==> config.mk <==
export PLATFORM = sky130hd
export DESIGN_NAME = digest_uart_tx
export DESIGN_NICKNAME = d
export VERILOG_FILES = /design/src/rtl/digest_uart_tx.sv
export SDC_FILE = /design/constraint.sdc
export NUM_CORES = 1
export LEC_CHECK = 0
export CORE_AREA = 5 5 183 185
export CTS_CLUSTER_SIZE = 10
export DETAILED_ROUTE_END_ITERATION = 8
export DIE_AREA = 0 0 188 190
export PLACE_DENSITY = 0.65
export SETUP_SLACK_MARGIN = 0.15
export SLEW_MARGIN = 20
export SYNTH_ARGS = -nofsm -noshare
export SYNTH_HDL_FRONTEND = slang
export SYNTH_SLANG_ARGS = --single-unit
==> constraint.sdc <==
create_clock -name clk -period 2.4 [get_ports clk]
set_clock_uncertainty 0.15 [all_clocks]
set_input_delay 0.24 -clock clk [delete_from_list [all_inputs] [get_ports clk]]
set_output_delay 0.24 -clock clk [all_outputs]
set_load 0.02 [all_outputs]
==> src/rtl/digest_uart_tx.sv <==
// Serialises a captured SHA-256 digest onto the UART transmit interface.
// Define DIGEST_HEX_ASCII_EN to send lowercase hex text terminated by CR LF.
module digest_uart_tx #(
  parameter int DIGEST_BITS = 256,
  parameter int START_WAIT  = 4
) (
  input  logic                   clk,
  input  logic                   rst_n,
  input  logic                   digest_valid,
  input  logic [DIGEST_BITS-1:0] digest,
  output logic                   busy,
  output logic                   done,
  output logic                   transmit,
  output logic [7:0]             tx_byte,
  input  logic                   is_transmitting
);

  localparam int NBYTES = DIGEST_BITS / 8;
`ifdef DIGEST_HEX_ASCII_EN
  localparam int OUT_LEN = 2 * NBYTES + 2;
`else
  localparam int OUT_LEN = NBYTES;
`endif
  localparam int CW = $clog2(OUT_LEN + 1);
  localparam int WW = (START_WAIT > 1) ? $clog2(START_WAIT) : 1;

  localparam logic [CW-1:0] LAST      = CW'(OUT_LEN);
  localparam logic [WW-1:0] WAIT_LAST = WW'(START_WAIT - 1);

  typedef enum logic [2:0] {
    IDLE,
    LOAD,
    WAIT_START,
    WAIT_DONE,
    FINISH
  } state_t;

  state_t                 state, state_n;
  logic [DIGEST_BITS-1:0] sreg, sreg_n;
  logic [CW-1:0]          cnt, cnt_n;
  logic [WW-1:0]          wcnt, wcnt_n;
  logic                   transmit_n;
  logic [7:0]             tx_byte_n;
  logic [7:0]             cur_char;

`ifdef DIGEST_HEX_ASCII_EN
  logic       nib, nib_n;
  logic [3:0] nibble;

  function automatic logic [7:0] hex_char(input logic [3:0] n);
    return (n < 4'd10) ? (8'h30 + {4'h0, n}) : (8'h57 + {4'h0, n});
  endfunction

  // Characters past the digest text are the CR LF terminator.
  always_comb begin
    nibble = nib ? sreg[DIGEST_BITS-5 -: 4] : sreg[DIGEST_BITS-1 -: 4];
    if (cnt == CW'(2 * NBYTES))
      cur_char = 8'h0D;
    else if (cnt > CW'(2 * NBYTES))
      cur_char = 8'h0A;
    else
      cur_char = hex_char(nibble);
  end
`else
  assign cur_char = sreg[DIGEST_BITS-1 -: 8];
`endif

  always_comb begin
    state_n    = state;
    sreg_n     = sreg;
    cnt_n      = cnt;
    wcnt_n     = wcnt;
    transmit_n = 1'b0;
    tx_byte_n  = tx_byte;
`ifdef DIGEST_HEX_ASCII_EN
    nib_n      = nib;
`endif
    unique case (state)
      IDLE: begin
        if (digest_valid) begin
          sreg_n  = digest;
          cnt_n   = '0;
          wcnt_n  = '0;
`ifdef DIGEST_HEX_ASCII_EN
          nib_n   = 1'b0;
`endif
          state_n = LOAD;
        end
      end
      LOAD: begin
        if (!is_transmitting) begin
          tx_byte_n  = cur_char;
          transmit_n = 1'b1;
          wcnt_n     = '0;
          state_n    = WAIT_START;
        end
      end
      WAIT_START: begin
        // Fallback covers a UART whose busy edge is too short to see.
        if (is_transmitting || wcnt == WAIT_LAST)
          state_n = WAIT_DONE;
        else
          wcnt_n = wcnt + 1'b1;
      end
      WAIT_DONE: begin
        if (!is_transmitting) begin
          cnt_n = cnt + 1'b1;
`ifdef DIGEST_HEX_ASCII_EN
          nib_n = ~nib;
          if (nib)
            sreg_n = sreg << 8;
`else
          sreg_n = sreg << 8;
`endif
          state_n = (cnt_n == LAST) ? FINISH : LOAD;
        end
      end
      FINISH: begin
        state_n = IDLE;
      end
      default: begin
        state_n = IDLE;
      end
    endcase
  end

  always_ff @(posedge clk) begin
    if (!rst_n) begin
      state    <= IDLE;
      sreg     <= '0;
      cnt      <= '0;
      wcnt     <= '0;
      transmit <= 1'b0;
      tx_byte  <= 8'h00;
`ifdef DIGEST_HEX_ASCII_EN
      nib      <= 1'b0;
`endif
    end else begin
      state    <= state_n;
      sreg     <= sreg_n;
      cnt      <= cnt_n;
      wcnt     <= wcnt_n;
      transmit <= transmit_n;
      tx_byte  <= tx_byte_n;
`ifdef DIGEST_HEX_ASCII_EN
      nib      <= nib_n;
`endif
    end
  end

  assign busy = (state != IDLE);
  assign done = (state == FINISH);

endmodule

==> results of run 1 <==
state kept, by name (all words and copies together), names as in the netlist:
register / count
wcnt: 2
cnt: 6
tx_byte: 8
sreg: 256
transmit: 1
state: 3
per-stage QoR:
stage	cells	power, mW	util	hold WS, ns
global route	2166	12.5	0.518	0.173
floorplan	1559	6.67	-	0.255
global placement	2116	7.48	0.489	0.297
finish	2167	11.9	0.518	0.174
CTS	2164	12.0	0.518	0.159
detailed placement	2116	7.54	0.489	0.302
per-layer routing:
metal | GRT usage | routed length, um | vias up
met3 | 0.0409 | 2370 | 76
met2 | 0.331 | 18400 | 394
met5 | 0 | 0 | -
met1 | 0.292 | 17700 | 5856
li1 | - | - | 6030
met4 | 0.0672 | 1140 | 0
worst min-delay path, cell delays in order:
cell and delay (ns):
clkdlybuf4s50_1 0.39, nand2_1 0.06, a311oi_1 0.07
timing repair:
item	CTS	global route
hold endpoints to repair	0	0
setup endpoints to repair	2	1
gates resized for setup	2	1
power groups by stage:
stage	Clock [mW]	Sequential (mW)	Combinational, mW
finish	4.47	5.36	2.09
detailed placement	0	5.45	2.09
floorplan	0	5.37	1.30
global placement	0	5.44	2.04
global route	4.76	5.41	2.31
CTS	4.58	5.36	2.10
worst min-delay path by stage:
stage	to	slack (ns)	cells past startpoint
finish	sreg[63]	0.17	3
global route	sreg[28]	0.17	3
CTS	sreg[19]	0.16	3
detailed placement	tx_byte[5]	0.30	2
global placement	tx_byte[7]	0.30	2
floorplan	sreg[100]	0.25	2
cell type report:
type                       instances  area [um^2]  area share
clock inverter                     2         13.8    0.000833
inverter                           2         15.0    0.000909
timing repair buffer             326         3510       0.213
tap                              408          510      0.0309
antenna                            3         7.51    0.000455
clock buffer                      46          917      0.0555
multi-input combinational       1104         6010       0.364
sequential                       276         5530       0.335
kinds of logic after synthesis:
family,count (synthesis),share of synthesized area
AND/OR/NAND/NOR,812,0.280
AO/OA/AOI/OAI,285,0.192
flip-flops,276,0.442
buffers and inverters,179,0.0794
multiplexers,4,0.00330
adder cells (fa/ha/maj),2,0.00200
XOR/XNOR,1,0.000701
layout by cell type, fill, tap and decap left out, types with 2 or more instances in the layout:
master           count
clkdlybuf4s50_1    268
nor3_1             250
nand4_1              2
nor3b_1              4
buf_4               25
ha_1                 2
a21oi_1             19
diode_2              3
clkbuf_1            11
nand2_1            520
nand2b_1             3
nand3b_1             3
nor2b_1              3
o211ai_1             9
nand3_1             14
dfxtp_1            275
buf_12              31
mux2i_1              3
a311oi_1           250
clkbuf_16           35
==> reports/qor.yml, run 1 <==
synth_area_leader_cell: "dfxtp_1"
hold_viol: 0
areaGrowthSynthToFinish_pct: 32.1
r2r_slack_ns: 0.46
cts_max_level: 2
max-vdd-ir-drop_v: 0.000415
tightest_slew_ns: 0.383
end_kind: "output pin"
path_buf_inv: 2
grt_usage: 0.210
final_area_mm2: 0.0165
fp.dieW_um: 188
placementRows: 66
clk_latency_ns: 0.49
finalSetupTns_ns: 0
p_per_area_mw_per_mm2: 722
vias: 12400
grt_pass1_wl_um: 63300
startpoint: "state[0]"
setup_viol: 0
crit_required_ns: 2.01
cts_buffer_depth: 3
synthFlopType: "dfxtp_1"
crit_cells: 3
overflow: 0
drv_slew: 0
clkPwrFrac: 0.375
synth_nets: 1821
nNetsFinal: 2006
start_util: 0.392
synth_cells: 1559
antenna_found_initial: 2
clk_pin_slew_ns: 0.05
drt-initial-drc-count: 1202
hp-start: "digest[63]"
r2r-start: "state[0]"
core_mm2: 0.0319
syn_avg_cell_area_um2: 8.02
drive_above_1_share: 0.0587
hold_class: "input pin to register"
wl_per_cell_um: 18.3
drc: 0
synth.cell_area_mm2: 0.0125
root_buffer: "clkbuf_16"
cellInternalPower_mw: 8.78
yosysMostFrequentCell: "nand2_1"
cts_sinks: 276
drtAntennaViolNets: 0
power.switching_mw: 3.15
max_stage_delay_ns: 0.40
static-leakage-power_nw: 6.04
cts_tree: "built"
cap_violations: 0
arrival_ns: 1.77
outcome: "finished, final reports clean"
cp_slowest_cell: "dfxtp_1"
async_flop_share: 0
grt_pass1_vias: 12100
nFillCells: 3029
yosysWarnings: 0
hpwl_um: 26300
dp_slack_ns: 0.150
worst_slack_ns: 0.244
max_freq_mhz: 464
critPathTopFamily: "buffers and inverters"
yosysTopAreaCellShare: 0.442
avgViaCountPerCell: 5.70
start_kind: "register"
post_cts_buffers: 0
drt-pass1-iter-count: 7
synth-edff-count: 0
ios: 271
portBuffers: 270
switching_share: 0.264
synthTopCellsByArea: "dfxtp_1 44%, a311oi_1 18%, nand2_1 16%"
die_area_mm2: 0.0357
path_class: "register to output pin"
die_h_um: 190
max-slew-margin-rel: 0.745
grt_max_degree: 85
finalCritPeriodShare: 0.898
yosysSeqAreaShare: 0.442
ys_ff_latch: 276
gp_congestion: 0.829
synth_cell_types: 41
crit_end: "busy"
p_seq_frac: 0.450
synth_common_cells: "520 x nand2_1, 276 x dfxtp_1, 250 x a311oi_1, 250 x nor3_1, 86 x buf_2"
fin_crit_ns: 2.16
cts_made_buffers: 34
combPwrFrac: 0.175
rsz0062_at_grt: "no"
hold_buffers: 0
reg2reg_depth: 4
cp_cell_sequence: "buf_4, or3_1, dlygate4sd2_1"
path_max_fanout: 9
drt-total-wl_um: 39600
placedInstanceArea_mm2: 0.0156
r2r-end: "sreg[137]"
Note: power is estimated with default switching activity, not from simulation.
==> run 2: changes to the inputs <==
- clock period: 2.4 -> 2.5 ns (I/O delays scaled with it)
==> run 2 against run 1 <==
First-iteration DRC count is 16% lower. Highest routed layer unchanged. Critical path depth unchanged. Total power fell by 3.9%. Largest cell class unchanged.
==> reports/qor.yml, run 2 (synthesized netlist as in run 1, its figures left out) <==
outcome: "finished, final reports clean"
p_seq_frac: 0.450  # about the same
max_freq_mhz: 472
die_h_um: 190  # unchanged
cts_buffer_depth: 3  # unchanged
rsz0062_at_grt: "no"
finalSetupTns_ns: 0  # unchanged
combPwrFrac: 0.177  # +0.002
regMostFlops: "sreg"
hold_class: "input pin to register"
hold_viol: 0  # unchanged
drt-pass1-iter-count: 5  # -2
tightest_slew_ns: 0.696  # +0.313 ns
static-leakage-power_nw: 6.04  # about the same
die_area_mm2: 0.0357  # unchanged
finalCritPeriodShare: 0.847
end_kind: "output pin"
path_class: "register to output pin"
clkPwrFrac: 0.373  # -0.002
wl_per_cell_um: 18.3  # +0.13%
mostFrequentLayoutCell: "nand2_1"
path_max_fanout: 10  # +1
fin_crit_ns: 2.12
cp_cell_sequence: "buf_4, or3_1, dlygate4sd2_1"
crit_required_ns: 2.10  # +0.09 ns
antenna_found_initial: 4  # +2
p_per_area_mw_per_mm2: 693  # -4.0%
grt_usage: 0.211  # +0.000657
grt_pass1_vias: 12200  # +0.83%
drt-initial-drc-count: 1010  # -16%
core_mm2: 0.0319  # unchanged
grt_max_degree: 66  # -22%
power.switching_mw: 3.02  # -4.2%
gp_congestion: 0.824  # -0.69%
max-vdd-ir-drop_v: 0.000348  # -16%
hold_ws_ns: 0.181  # +0.00722 ns
ios: 271  # unchanged
portBuffers: 270  # unchanged
avgViaCountPerCell: 5.71  # about the same
placementRows: 66  # unchanged
root_buffer: "clkbuf_16"
clk_pin_slew_ns: 0.05  # about the same
drtAntennaViolNets: 0  # unchanged
cts_max_level: 2  # unchanged
grt_pass1_wl_um: 63700  # +0.59%
vias: 12300  # -0.065%
cts_tree: "built"
start_kind: "register"
drv_slew: 0  # unchanged
post_cts_buffers: 0  # unchanged
max_stage_delay_ns: 0.39  # about the same
clk_latency_ns: 0.50  # about the same
finalPower_mw: 11.5  # -3.9%
drc: 0  # unchanged
hpwl_um: 26500  # +0.68%
cp_slowest_cell: "dfxtp_1"
cts_sinks: 276  # unchanged
layout_common_cells: "520 x nand2_1, 274 x dfxtp_1, 268 x clkdlybuf4s50_1, 250 x nor3_1, 250 x a311oi_1"
areaGrowthSynthToFinish_pct: 32.2
max-slew-margin-rel: 0.530  # -0.214
largest_register_ffs: 256  # unchanged
switching_share: 0.263  # -0.000931
cellInternalPower_mw: 8.45  # -3.7%
start_util: 0.392  # unchanged
cts_made_buffers: 34  # unchanged
nNetsFinal: 2005  # -0.050%
arrival_ns: 1.72  # -0.05 ns
cap_violations: 0  # unchanged
reg_top3: "sreg (256), tx_byte (8), cnt (6)"
drt-total-wl_um: 39600  # about the same
fp.dieW_um: 188  # unchanged
overflow: 0  # unchanged
drive_above_1_share: 0.0594  # +0.000705
setup_viol: 0  # unchanged
==> run 2: final cells by class <==
class,count,area [um^2]
flip-flops and latches,276,5530
inverters,2,15.0
well taps,408,510
fillers,3009,15300
diodes,4,10.0
clock buffers,43,916
repair buffers,325,3530
multi-input cells,1104,6010
clock inverters,2,16.3
==> run 2: worst paths after layout <==
kind / start / end / slack [ns] / cells after the start
min reg2reg: sreg[248] / tx_byte[0] / 0.30 / 2
max reg2reg: state[1] / sreg[104] / 0.48 / 6
max: state[1] / busy / 0.38 / 3
min: digest[66] / sreg[66] / 0.18 / 3
==> run 2: stage by stage <==
step | utilization | instances | setup WS, ns | area [um^2]
after floorplan | - | 1559 | 0.844 | 12500
after global placement | 0.489 | 2115 | 0.313 | 15600
after detailed placement | 0.489 | 2115 | 0.255 | 15600
after CTS | 0.518 | 2160 | 0.173 | 16500
after global routing | 0.519 | 2164 | 0.310 | 16500
final | 0.519 | 2164 | 0.382 | 16500
==> run 2: layer usage <==
| layer | part of all wire | global-route usage |
|---|---|---|
| met1 | 0.44 | 0.288 |
| met2 | 0.47 | 0.342 |
| met3 | 0.063 | 0.0404 |
| met4 | 0.026 | 0.0624 |
| met5 | 0 | 0 |
==> run 2: critical path, delay by kind of cell (launching register included) <==
kind	cells	cell delay, ns
flops	1	0.39
buf+inv	2	0.54
simple gates	1	0.30
==> run 2: what timing repair did <==
item	in CTS	in global routing
hold buffers	0	0
gates resized for setup	2	2
setup endpoints to repair	2	4
==> run 2: power groups by stage <==
stage          combinational [mW]  sequential, mW  clock [mW]
2_1_floorplan                1.25            5.16           0
3_3_place_gp                 1.98            5.23           0
3_5_place_dp                 2.03            5.24           0
4_1_cts                      2.03            5.15        4.39
5_1_grt                      2.23            5.20        4.56
6_report                     2.03            5.16        4.28
